File: config.mk
export PLATFORM = sky130hd
export DESIGN_NAME = bht_predictor
export DESIGN_NICKNAME = d
export VERILOG_FILES = /design/src/rtl/bht_predictor.sv
export SDC_FILE = /design/constraint.sdc
export NUM_CORES = 1
export LEC_CHECK = 0
export BUFFER_PORTS_ARGS = -buffer_cell sky130_fd_sc_hd__buf_2
export CORE_MARGIN = 5
export CORE_UTILIZATION = 55
export DETAILED_ROUTE_END_ITERATION = 10
export HOLD_SLACK_MARGIN = 0.1
export PLACE_DENSITY = 0.81
export REMOVE_ABC_BUFFERS = 1
export SYNTH_ARGS = -nofsm -noshare
export SYNTH_HDL_FRONTEND = slang
export SYNTH_SLANG_ARGS = --single-unit
File: constraint.sdc
create_clock -name clk_i -period 3.4 [get_ports clk_i]
set_input_delay 0.68 -clock clk_i [delete_from_list [all_inputs] [get_ports clk_i]]
set_output_delay 0.68 -clock clk_i [all_outputs]
set_load 0.01 [all_outputs]
File: src/rtl/bht_predictor.sv
// Branch history table: saturating direction counters indexed by fetch PC,
// optionally XORed with a resolve-time global history (gshare), plus accuracy statistics.
module bht_predictor #(
    parameter int unsigned ENTRIES = 16,
    parameter int unsigned CNT_W   = 2,
    parameter int unsigned HIST_W  = 4,
    parameter int unsigned GSHARE  = 0,
    localparam int unsigned IDX_W  = $clog2(ENTRIES)
) (
    input  logic              clk_i,
    input  logic              rst_i,
    input  logic              pred_valid_i,
    input  logic [31:0]       pred_pc_i,
    output logic              pred_taken_o,
    output logic [IDX_W-1:0]  pred_idx_o,
    input  logic              upd_valid_i,
    input  logic [IDX_W-1:0]  upd_idx_i,
    input  logic              upd_taken_i,
    input  logic              upd_mispredict_i,
    input  logic              clr_stats_i,
    output logic [HIST_W-1:0] ghr_o,
    output logic [31:0]       stat_lookups_o,
    output logic [31:0]       stat_mispred_o
);

    localparam logic [CNT_W-1:0] CNT_MAX  = '1;
    localparam logic [CNT_W-1:0] CNT_INIT = CNT_W'((1 << (CNT_W - 1)) - 1);
    localparam logic [31:0]      STAT_MAX = '1;

    if (ENTRIES < 2 || (ENTRIES & (ENTRIES - 1)) != 0) begin : g_bad_entries
        $error("bht_predictor: ENTRIES must be a power of two >= 2");
    end
    if (CNT_W < 1 || CNT_W > 4) begin : g_bad_cnt
        $error("bht_predictor: CNT_W must be 1..4");
    end
    if (HIST_W < 1 || HIST_W > IDX_W) begin : g_bad_hist
        $error("bht_predictor: HIST_W must be 1..IDX_W");
    end

    logic [CNT_W-1:0]  cnt_q [ENTRIES];
    logic [HIST_W-1:0] ghr_q;
    logic [HIST_W-1:0] ghr_nxt;
    logic [IDX_W-1:0]  base_idx;
    logic [CNT_W-1:0]  upd_cnt;
    logic [CNT_W-1:0]  upd_cnt_nxt;
    logic [31:0]       lookups_q;
    logic [31:0]       mispred_q;
    logic              unused_pc;

    // Only the word-aligned index bits of the PC take part in the lookup.
    assign base_idx  = pred_pc_i[IDX_W+1:2];
    assign unused_pc = ^{pred_pc_i[31:IDX_W+2], pred_pc_i[1:0]};

    if (GSHARE != 0) begin : g_gshare
        assign pred_idx_o = base_idx ^ IDX_W'(ghr_q);
    end else begin : g_bimodal
        assign pred_idx_o = base_idx;
    end

    assign pred_taken_o = cnt_q[pred_idx_o][CNT_W-1];

    if (HIST_W == 1) begin : g_hist_one
        assign ghr_nxt = upd_taken_i;
    end else begin : g_hist_many
        assign ghr_nxt = {ghr_q[HIST_W-2:0], upd_taken_i};
    end

    // Saturating step of the counter being trained.
    always_comb begin
        upd_cnt     = cnt_q[upd_idx_i];
        upd_cnt_nxt = upd_cnt;
        if (upd_taken_i) begin
            if (upd_cnt != CNT_MAX) begin
                upd_cnt_nxt = upd_cnt + CNT_W'(1);
            end
        end else if (upd_cnt != '0) begin
            upd_cnt_nxt = upd_cnt - CNT_W'(1);
        end
    end

    // Counter table and history; every entry re-initialises in the reset cycle.
    always_ff @(posedge clk_i) begin
        if (rst_i) begin
            for (int unsigned i = 0; i < ENTRIES; i++) begin
                cnt_q[IDX_W'(i)] <= CNT_INIT;
            end
            ghr_q <= '0;
        end else if (upd_valid_i) begin
            cnt_q[upd_idx_i] <= upd_cnt_nxt;
            ghr_q            <= ghr_nxt;
        end
    end

    // Statistics saturate instead of wrapping; clear beats a coincident increment.
    always_ff @(posedge clk_i) begin
        if (rst_i || clr_stats_i) begin
            lookups_q <= '0;
            mispred_q <= '0;
        end else begin
            if (pred_valid_i && lookups_q != STAT_MAX) begin
                lookups_q <= lookups_q + 32'd1;
            end
            if (upd_valid_i && upd_mispredict_i && mispred_q != STAT_MAX) begin
                mispred_q <= mispred_q + 32'd1;
            end
        end
    end

    assign ghr_o          = ghr_q;
    assign stat_lookups_o = lookups_q;
    assign stat_mispred_o = mispred_q;

endmodule

**Word level (Yosys, flattened, before mapping)**

Memories as Yosys holds them, arrays and structs flattened.
Cells that the tools add are included.

- Add/sub/neg operators: 4
- Multiplexer cells: 11
- Equality and inequality tests: 3
- Reduce and logical (&&, ||, !) cells: 6

Operators by type and width:

| cell | number |
|---|---|
| 32-bit by 1-bit adder with 32-bit output (second input constant) | 2 |
| 32-bit inequality test (second input constant) | 2 |
| 2-bit two-way mux | 4 |
| 1-bit two-way mux | 6 |
| 4-bit two-way mux | 1 |
| 1-bit logical AND | 3 |
| 2-bit by 1-bit adder with 2-bit output (second input constant) | 1 |
| 2-bit inequality test (second input constant) | 1 |
| 2-bit nonzero test | 1 |
| 2-bit OR reduction | 1 |
| 2-bit by 1-bit subtractor with 2-bit output (second input constant) | 1 |
| 1-bit logical OR | 1 |

- Register bits: 68
- Memories kept: 1
- Output and inout port bits: 73
- Memory bits (writable): 32

Memories:

| memory | depth | bits a word | rd ports | clocked after memory_dff | wr ports | RTL line | text |
|---|---|---|---|---|---|---|---|
| cnt_q | 16 | 2 | 2 | 0 | 16 | 40 | `logic [CNT_W-1:0] cnt_q [ENTRIES];` |

**Longest topological paths before layout**

Gate-level depths: netlist of the first run.

- Depth after elaboration: 5
- Depth in mapped cells: 8
- Mapped depth without buffers: 6

**Least setup slack after synthesis of the first run**

Ideal clock, no wire load.

- Path kind: input to register
- Start: in upd_idx_i[0]
- End: mem cnt_q[0][0] (data pin)
- Setup slack: 0.744 ns
- Stages: 8
- Arrival time: 2.376 ns
- Data required time: 3.120 ns
- Library setup time: 0.280 ns
- Cell sequence: buf_2 > buf_2 > mux4_2 > nand3_1 > and3_1 > maj3_1 > buf_2 > nand3_1

RTL lines:

| item | RTL line | text |
|---|---|---|
| start: declaration | 17 | `input logic [IDX_W-1:0] upd_idx_i,` |
| end: declaration | 40 |  |

**Worst setup path after layout of the first run**

- Start: in pred_pc_i[2]
- End: out pred_taken_o

- Longest elaborated chain between the ends: 1

Ends and longest elaborated chain:

| item | RTL line | text |
|---|---|---|
| start: declaration | 13 | `input logic [31:0] pred_pc_i,` |
| memory 16 x 2 bit | -- |  |
| end: declaration | 14 | `output logic pred_taken_o,` |

Every way passes these cells.

==> results of run 1 <==
per-layer routing:
metal	vias up	GRT usage	share of wire
met4	0	0.08566	0.016
met5	-	0	0
li1	2322	-	-
met1	2304	0.2930	0.43
met2	165	0.3703	0.50
met3	20	0.02759	0.059
worst min path at each step:
stage / end
after floorplan: stat_lookups_o[21]$_SDFFE_PP0P_
after global placement: stat_lookups_o[6]$_SDFFE_PP0P_
after detailed placement: stat_lookups_o[6]$_SDFFE_PP0P_
after CTS: stat_lookups_o[6]$_SDFFE_PP0P_
after global routing: stat_mispred_o[21]$_SDFFE_PP0P_
final: stat_lookups_o[6]$_SDFFE_PP0P_
report_power, final:
part / total (mW) / internal [mW] / switching (mW)
Clock: 0.776 / 0.344 / 0.431
Combinational: 0.151 / 0.0573 / 0.0939
Sequential: 1.25 / 1.24 / 0.00747
critical path: stages:
cell,delay [ps]
buf_2,200
mux4_2,560
mux4_2,460
buf_2,150
sequential cells by signal, indices dropped and copies added, names as in the netlist:
signal / flops
stat_mispred_o: 32
stat_lookups_o: 32
cnt_q: 32
ghr_o: 4
cell usage in the layout (no fill, tap or decap), drive strengths merged, types with 6 or more instances in the layout:
cell     n
nor2b    6
o21ai   21
clkbuf   9
buf     96
nand2b  14
and3    13
mux2i    9
nor2    40
or3     25
nand4   25
nor3    11
a21oi   40
nand3   30
or4     23
xnor2    6
edfxtp  32
or2      9
and4    10
nor4     9
inv     14
nand2   60
o31ai   20
dfxtp   68
mux4    13
metrics by stage:
stage / power (mW) / utilization / setup slack (ps) / cell area [um^2]
5_1_grt: 2.255 / 0.6429 / 611.6 / 5968
2_1_floorplan: 1.360 / - / 833.1 / 5101
4_1_cts: 2.193 / 0.6429 / 653.6 / 5968
3_5_place_dp: 1.429 / 0.6217 / 473.7 / 5772
3_3_place_gp: 1.423 / 0.6217 / 513.5 / 5772
6_report: 2.177 / 0.6429 / 668.4 / 5968
final cells by class:
type | count | area, um^2 | share of cell area
timing repair buffer | 96 | 503.0 | 0.08428
sequential | 100 | 2322 | 0.3891
inverter | 11 | 41.29 | 0.006918
clock buffer | 9 | 123.9 | 0.02075
clock inverter | 7 | 72.57 | 0.01216
multi-input combinational | 426 | 2744 | 0.4597
tap | 129 | 161.4 | 0.02704
logic make-up after synthesis:
logic type,after synthesis
buffers and inverters,42
flip-flops,100
XOR/XNOR,7
adder cells (fa/ha/maj),4
AO/OA/AOI/OAI,113
AND/OR/NAND/NOR,280
multiplexers,22
==> results_dict.tcl, run 1 <==
set metrics [dict create \
    stdcell_count 778 \
    yosys_register_bits 100 \
    r2r-start "stat_mispred_o[0]$_SDFFE_PP0P_" \
    fillers 800 \
    root_buffer "clkbuf_8" \
    cp.required_ps 2720 \
    worstHoldPathType "reg -> reg" \
    h-tree-depth 3 \
    ctsHoldBuffers 0 \
    peakVddDrop_mv 0.2186 \
    detail_route.wirelength_um 12630 \
    cts_tree "built" \
    start_util 0.5655 \
    end_kind "output pin" \
    hold_depth 2 \
    core_um2 9284 \
    rsz0062_at_grt "false" \
    clkSinkCount 100 \
    holdWs_ps 493.0 \
    report.final.hold_viol_count 0 \
    r2r_slack_ps 820 \
    period_needed_ps 2732 \
    drive_gt1_frac 0.2219 \
    clock_skew_ps 14.98 \
    synthSimpleGateAreaFrac 0.2912 \
    setup.worst_path.end "pred_taken_o" \
    dp.cells 762 \
    num-nets-final 689 \
    synthTopCellsByCount "dfxtp_1 (68), nand2_1 (60), a21oi_1 (40), nor2_1 (40), edfxtp_1 (32)" \
    status "completed" \
    synth_compound_area_frac 0.1370 \
    die_h_um 107.7 \
    die_x_um 107.7 \
    reg2reg_depth 6 \
    tightest_slew_ps 1035 \
    clk_pin_slew_ps 100 \
    hold_start "stat_lookups_o[6]$_SDFFE_PP0P_" \
    p_leak_nw 2.071 \
    maxSlewHeadroom 0.3103 \
    netlist_instances 568 \
    avgSynthCellArea_um2 9.243 \
    drtIter0Drc 281 \
    setup_viol 0 \
    synthArstFlopShare 0 \
    ys_types 52 \
    synth_fa_ha_area_frac 0.008580 \
    arrival_ps 2050 \
    slew_viol_final 0 \
    io_pins 116 \
    r2r_end "stat_mispred_o[28]$_SDFFE_PP0P_" \
    powerDensity_nw_per_um2 364.8 \
    max_freq_ghz 0.3661 \
    min_period_over_period 0.8034 \
    ant_nets 0 \
    grt.total_usage 0.2217 \
    die_area_um2 11600 \
    netlist_top_cells_area "dfxtp_1 (26%), edfxtp_1 (18%), mux4_2 (5.6%)" \
    antennaDiodeCount 0 \
    crit_fanout 5 \
    grt_overflow 0 \
    start_kind "input pin" \
    synth_top_family_by_area "simple AND/OR/NAND/NOR gates" \
    drc 0 \
    area.growth.synth_to_final_pct 13.68 \
    clock_latency_ps 370 \
    ys_seq_area_frac 0.4423 \
    ys.flop_type "dfxtp_1" \
    post-cts-setup-buffer-count 0 \
    portBuffers 87 \
    synthMuxAreaShare 0.07293 \
    synth-edff-count 32 \
    setup_tns_ps 0 \
    yosysTopAreaCell "dfxtp_1" \
    vias_per_cell 6.184 \
    vias 4811 \
    synth_most_common_cell "dfxtp_1" \
    globalplace.congestion 0.8854 \
    antenna_found_initial 0 \
    drv_cap 0 \
    netlist_area_um2 5250 \
    yosys_warnings 0 \
    netlist.area_leader.share 0.2593 \
    crit_path_start "pred_pc_i[2]" \
    hpwl_um 9152 \
    synth_xor_area_frac 0.01168 \
    grt_pass1_vias 4473 \
    cts-resized-gates 0 \
    criticalPathCategory "in -> out" \
    grt_start_max_net_pins 54 \
    wire_per_inst_um 16.24 \
    drt-pass1-iter-count 4 \
    grt_pass1_wl_um 21150 \
    rows 35 \
    cts_buffers 9 \
    clockBufferDepth 2 \
]
No activity file was read; power rests on OpenSTA's default activity.
==> run 2: changes to the inputs <==
- ABC_AREA: not set -> 1
- CORE_UTILIZATION: 55 -> 56
- PLACE_DENSITY: 0.81 -> 0.8
- clock period: 3.4 -> 2.68 ns (I/O delays scaled with it)
==> run 2 against run 1 <==
Global-route usage grew 1.6 points. Critical path depth is 5 higher. Worst hold slack got worse by 79 ps. Power up 39%. Sequential share of layout area decreased by 5.0 points. Die area up 14%. Count of clock-buffer cells in the layout increased by 3. Non-clock buffer count down 6. Flip-flop and latch count did not move. Setup slack lost 340 ps.
==> results_dict.tcl, run 2 <==
set metrics [dict create \
    status "completed" \
    power.total_mw 3.034 \
    period_needed_ps 2350 \
    arrival_ps 2610 \
    grt.total_usage 0.2379 \
    clkSinkCount 100 \
    wire_per_inst_um 13.18 \
    layout_common_cells "nand2_1 (346), nor2_1 (140), buf_2 (87)" \
    p_leak_nw 2.681 \
    antenna_found_initial 0 \
    grt_pass1_wl_um 25510 \
    area.growth.synth_to_final_pct 11.23 \
    reg2reg_depth 9 \
    hpwl_um 11120 \
    die_x_um 114.8 \
    clock_skew_ps 11.71 \
    netlist.area_leader.share 0.2214 \
    max_freq_ghz 0.4254 \
    criticalPathCategory "reg -> reg" \
    netlist_instances 944 \
    yosys_warnings 0 \
    peakVddDrop_mv 0.2644 \
    drive_gt1_frac 0.1331 \
    clk_pin_slew_ps 100 \
    crit_fanout 27 \
    setup_viol 0 \
    slowest_stage "a21oi_2" \
    slew_viol_final 0 \
    min_period_over_period 0.8770 \
    rsz0062_at_grt "false" \
    hold_depth 2 \
    core_um2 10790 \
    h-tree-depth 3 \
    start_util 0.5697 \
    ys_types 34 \
    root_buffer "clkbuf_8" \
    drtIter0Drc 353 \
    num-nets-final 1062 \
    grt_start_max_net_pins 51 \
    cts_buffers 9 \
    netlist_area_um2 6148 \
    path_buf_inv 0 \
    final_common_cell "nand2_1" \
    post_dp_cell_area_um2 6588 \
    yosys_register_bits 100 \
    synthArstFlopShare 0 \
    clock_latency_ps 380 \
    tightest_slew_ps 1222 \
    detail_route.wirelength_um 15310 \
    grt_overflow 0 \
    die_area_um2 13170 \
    report.final.hold_viol_count 0 \
    crit_cells 9 \
    synth_most_common_cell "nand2_1" \
    cp_top_family "compound AO/OA/AOI/OAI gates" \
    drv_cap 0 \
    globalplace.congestion 0.8994 \
    post-cts-setup-buffer-count 0 \
    cts-resized-gates 0 \
    end_kind "flop" \
    setup_tns_ps 0 \
    rows 38 \
    io_pins 116 \
    die_h_um 114.8 \
    worstHoldPathType "in -> reg" \
    start_kind "flop" \
    stdcell_count 1162 \
    drc 0 \
    powerDensity_nw_per_um2 443.6 \
    vias_per_cell 5.157 \
    ctsHoldBuffers 0 \
    clockBufferDepth 2 \
    maxSlewHeadroom 0.1854 \
    drt-pass1-iter-count 5 \
    cts_tree "built" \
    synthTopCellsByCount "nand2_1 (346), nor2_1 (140), inv_1 (86)" \
    antennaDiodeCount 0 \
    ys.flop_type "dfxtp_1" \
    final_area_um2 6839 \
    grt_pass1_vias 5503 \
    avgSynthCellArea_um2 6.513 \
    dp.cells 1146 \
    ant_nets 0 \
    ys_seq_area_frac 0.3777 \
    synth-edff-count 32 \
    portBuffers 87 \
    yosysTopAreaCell "dfxtp_1" \
    worstPathCellList "ha_1, nand2_1, nor2_2, nand2_2, nor2_2, a21oi_2, nand3_1, nand2_1, nor2_1" \
    vias 5992 \
    cp.required_ps 2940 \
    critPathMaxStageDelay_ps 890 \
    netlist_top_cells_area "dfxtp_1 (22%), nand2_1 (21%), edfxtp_1 (16%)" \
]
[run 2: changes by cell type after synthesis, sizes merged, moves of 17 or more]
cell / before / now
a21oi: 40 / 58
nor2: 40 / 152
nand4: 25 / 8
or3: 25 / 0
or4: 23 / 0
nand3: 30 / 51
nand2: 60 / 356
xor2: 1 / 25
inv: 11 / 92
o31ai: 20 / 0
nor3: 11 / 31
[run 2: stage by stage]
step           worst slack, ps  utilization  hold WS (ps)
2_1_floorplan            750.9            -         513.8
3_3_place_gp             357.8       0.6104         484.4
3_5_place_dp             315.4       0.6104         483.8
4_1_cts                  310.0       0.6337         400.4
5_1_grt                  71.75       0.6337         393.6
6_report                 329.5       0.6337         414.4
[run 2: cell type report]
| cell class | instances | area (um^2) |
|---|---|---|
| fill | 1040 | 3954 |
| multi-input combinational | 724 | 3284 |
| sequential | 100 | 2322 |
| timing repair buffer | 90 | 457.9 |
| inverter | 92 | 347.8 |
| tap | 140 | 175.2 |
| clock buffer | 12 | 156.4 |
| clock inverter | 4 | 95.09 |
[run 2: path summary, 6_finish.rpt]
path / end / slack, ps / from
max: stat_mispred_o[22]$_SDFFE_PP0P_ / 330 / stat_mispred_o[0]$_SDFFE_PP0P_
min: ghr_o[0]$_SDFFE_PP0P_ / 410 / upd_valid_i
max reg2reg: stat_mispred_o[22]$_SDFFE_PP0P_ / 330 / stat_mispred_o[0]$_SDFFE_PP0P_
min reg2reg: stat_lookups_o[8]$_SDFFE_PP0P_ / 500 / stat_lookups_o[8]$_SDFFE_PP0P_
[run 2: kinds of logic after synthesis]
family	Yosys count	share of synthesized area
flops	100	0.3777
simple gates	609	0.4164
compound gates	85	0.07387
buf+inv	120	0.08812
xor+xnor	28	0.03989
fa+ha+maj	2	0.004069
[run 2: where the power goes]
| group | internal (mW) | leakage (nW) | switching, mW |
|---|---|---|---|
| registers | 1.58 | 0.837 | 0.0115 |
| logic | 0.0599 | 1.72 | 0.177 |
| clock network | 0.677 | 0.126 | 0.530 |
| total | 2.32 | 2.68 | 0.718 |
[run 2: routing by layer]
layer	track usage	wire length (um)	vias to the layer above
met5	0	0	-
met3	0.05211	847	21
li1	-	-	3127
met2	0.4016	7235	130
met4	0.07590	267	0
met1	0.3051	6960	2714
==> run 3: changes to the inputs <==
- CORE_UTILIZATION: 56 -> 58
- CTS_BUF_LIST: not set -> sky130_fd_sc_hd__clkbuf_8
- MAX_ROUTING_LAYER: not set -> met4
- PLACE_DENSITY: 0.8 -> 0.83
==> run 3 against run 2 <==
Power decreased by 8.9%. Via count about the same. Clock power down 22%. Wire length is 0.41% lower. Cell area shrank 0.84%. Register-to-register slack better by 230 ps. Combinational power is 2% lower. Sequential share of layout area up 0.29 points. Clock skew shrank 4.9 ps. Non-clock buffer count rose by 2. Highest routed layer unchanged.
==> results_dict.tcl, run 3 (same netlist as run 2, synthesis figures left out) <==
set metrics [dict create \
    die_x_um 113.0 \
    final_area_um2 6782 \
    cts_tree "built" \
    finalCoreUtilization 0.6569 \
    start_util 0.5956 \
    clock_skew_ps 6.766 \
    grt.total_usage 0.2511 \
    slew_viol_final 0 \
    grt_overflow 0 \
    core_um2 10320 \
    num-nets-final 1064 \
    arrival_ps 2410 \
    report.final.hold_viol_count 0 \
    worstHoldPathType "in -> reg" \
    antenna_found_initial 0 \
    worst_slack_ps 564.2 \
    setup_viol 0 \
    cpMostUsedCell "nand2_2" \
    hpwl_um 11370 \
    crit_path_start "stat_mispred_o[0]$_SDFFE_PP0P_" \
    r2r-start "stat_mispred_o[0]$_SDFFE_PP0P_" \
    detail_route.wirelength_um 15250 \
    rows 37 \
    hold_depth 2 \
    clockBufferDepth 2 \
    die_h_um 113.0 \
    ctsHoldBuffers 0 \
    grt_start_max_net_pins 51 \
    powerDensity_nw_per_um2 407.8 \
    antennaDiodeCount 0 \
    layout_common_cells "nand2_1 (346), nor2_1 (140), inv_1 (88)" \
    reg2reg_depth 9 \
    grt_pass1_wl_um 25900 \
    hold_start "upd_valid_i" \
    critPathMaxStageDelay_ps 440 \
    criticalPathCategory "reg -> reg" \
    clk_pin_slew_ps 90 \
    status "completed" \
    ant_nets 0 \
    dp_slack_ps 364.0 \
    vias 5995 \
    path_buf_inv 0 \
    fillers 997 \
    setup.worst_path.end "stat_mispred_o[7]$_SDFFE_PP0P_" \
    slowest_stage "dfxtp_1" \
    die_area_um2 12760 \
    globalplace.congestion 0.9822 \
    drtIter0Drc 425 \
    wire_per_inst_um 13.15 \
    post_dp_cell_area_um2 6598 \
    grt_pass1_vias 5586 \
    post-cts-setup-buffer-count 0 \
    start_kind "flop" \
    drv_cap 0 \
    final_common_cell "nand2_1" \
    maxSlewHeadroom 0.5911 \
    p_leak_nw 2.659 \
    setup_tns_ps 0 \
    h-tree-depth 3 \
    r2r_end "stat_mispred_o[7]$_SDFFE_PP0P_" \
    crit_fanout 30 \
    r2r_slack_ps 560 \
    portBuffers 87 \
    drive_gt1_frac 0.1328 \
    cp_top_family "simple AND/OR/NAND/NOR gates" \
    power.total_mw 2.766 \
    cp.required_ps 2970 \
    clkSinkCount 100 \
    io_pins 116 \
    max_freq_ghz 0.4726 \
    peakVddDrop_mv 0.3118 \
    cts_buffers 9 \
    min_period_over_period 0.7895 \
    period_needed_ps 2116 \
    clock_latency_ps 360 \
    vias_per_cell 5.168 \
    crit_cells 9 \
    cts-resized-gates 0 \
    drc 0 \
    area.growth.synth_to_final_pct 10.30 \
    rsz0062_at_grt "false" \
    drt-pass1-iter-count 5 \
    tightest_slew_ps 612.7 \
    worstPathCellList "ha_1, nand2_1, nor2_2, nand2_2, nor2_2, nand2_2, nand2_2, nand2_1, a21oi_1" \
    root_buffer "clkbuf_8" \
    end_kind "flop" \
]
==> run 3: worst min path at each step <==
| stage | end | slack (ps) |
|---|---|---|
| 2_1_floorplan | stat_lookups_o[7]$_SDFFE_PP0P_ | 510 |
| 3_3_place_gp | stat_mispred_o[26]$_SDFFE_PP0P_ | 480 |
| 3_5_place_dp | stat_lookups_o[8]$_SDFFE_PP0P_ | 490 |
| 4_1_cts | ghr_o[0]$_SDFFE_PP0P_ | 410 |
| 5_1_grt | ghr_o[0]$_SDFFE_PP0P_ | 430 |
| 6_report | ghr_o[0]$_SDFFE_PP0P_ | 430 |
==> run 3: per-stage QoR <==
step,instances,hold WS [ps]
2_1_floorplan,916,513.8
3_3_place_gp,1144,483.7
3_5_place_dp,1144,493.7
4_1_cts,1160,412.1
5_1_grt,1160,430.0
6_report,1160,430.1
==> run 3: layer usage <==
layer  up-vias  global-route usage  share of wire
met2       165              0.3898           0.46
li1       3121                   -              -
met5         -                   -              0
met1      2680              0.3320           0.46
met3        29             0.04599          0.062
met4         0             0.08494          0.022
==> run 3: area by class of cell <==
class,instances,area [um^2],share of cell area
well taps,136,170.2,0.02509
multi-input cells,724,3284,0.4843
clock buffers,9,123.9,0.01827
inverters,92,347.8,0.05129
flip-flops and latches,100,2322,0.3424
repair buffers,92,473.0,0.06974
clock inverters,7,60.06,0.008856
==> run 3: power by group <==
part	switching, mW	total [mW]	leakage [nW]	internal (mW)
registers	0.0135	1.59	0.837	1.58
logic	0.171	0.232	1.73	0.0609
clock network	0.521	0.941	0.0929	0.420
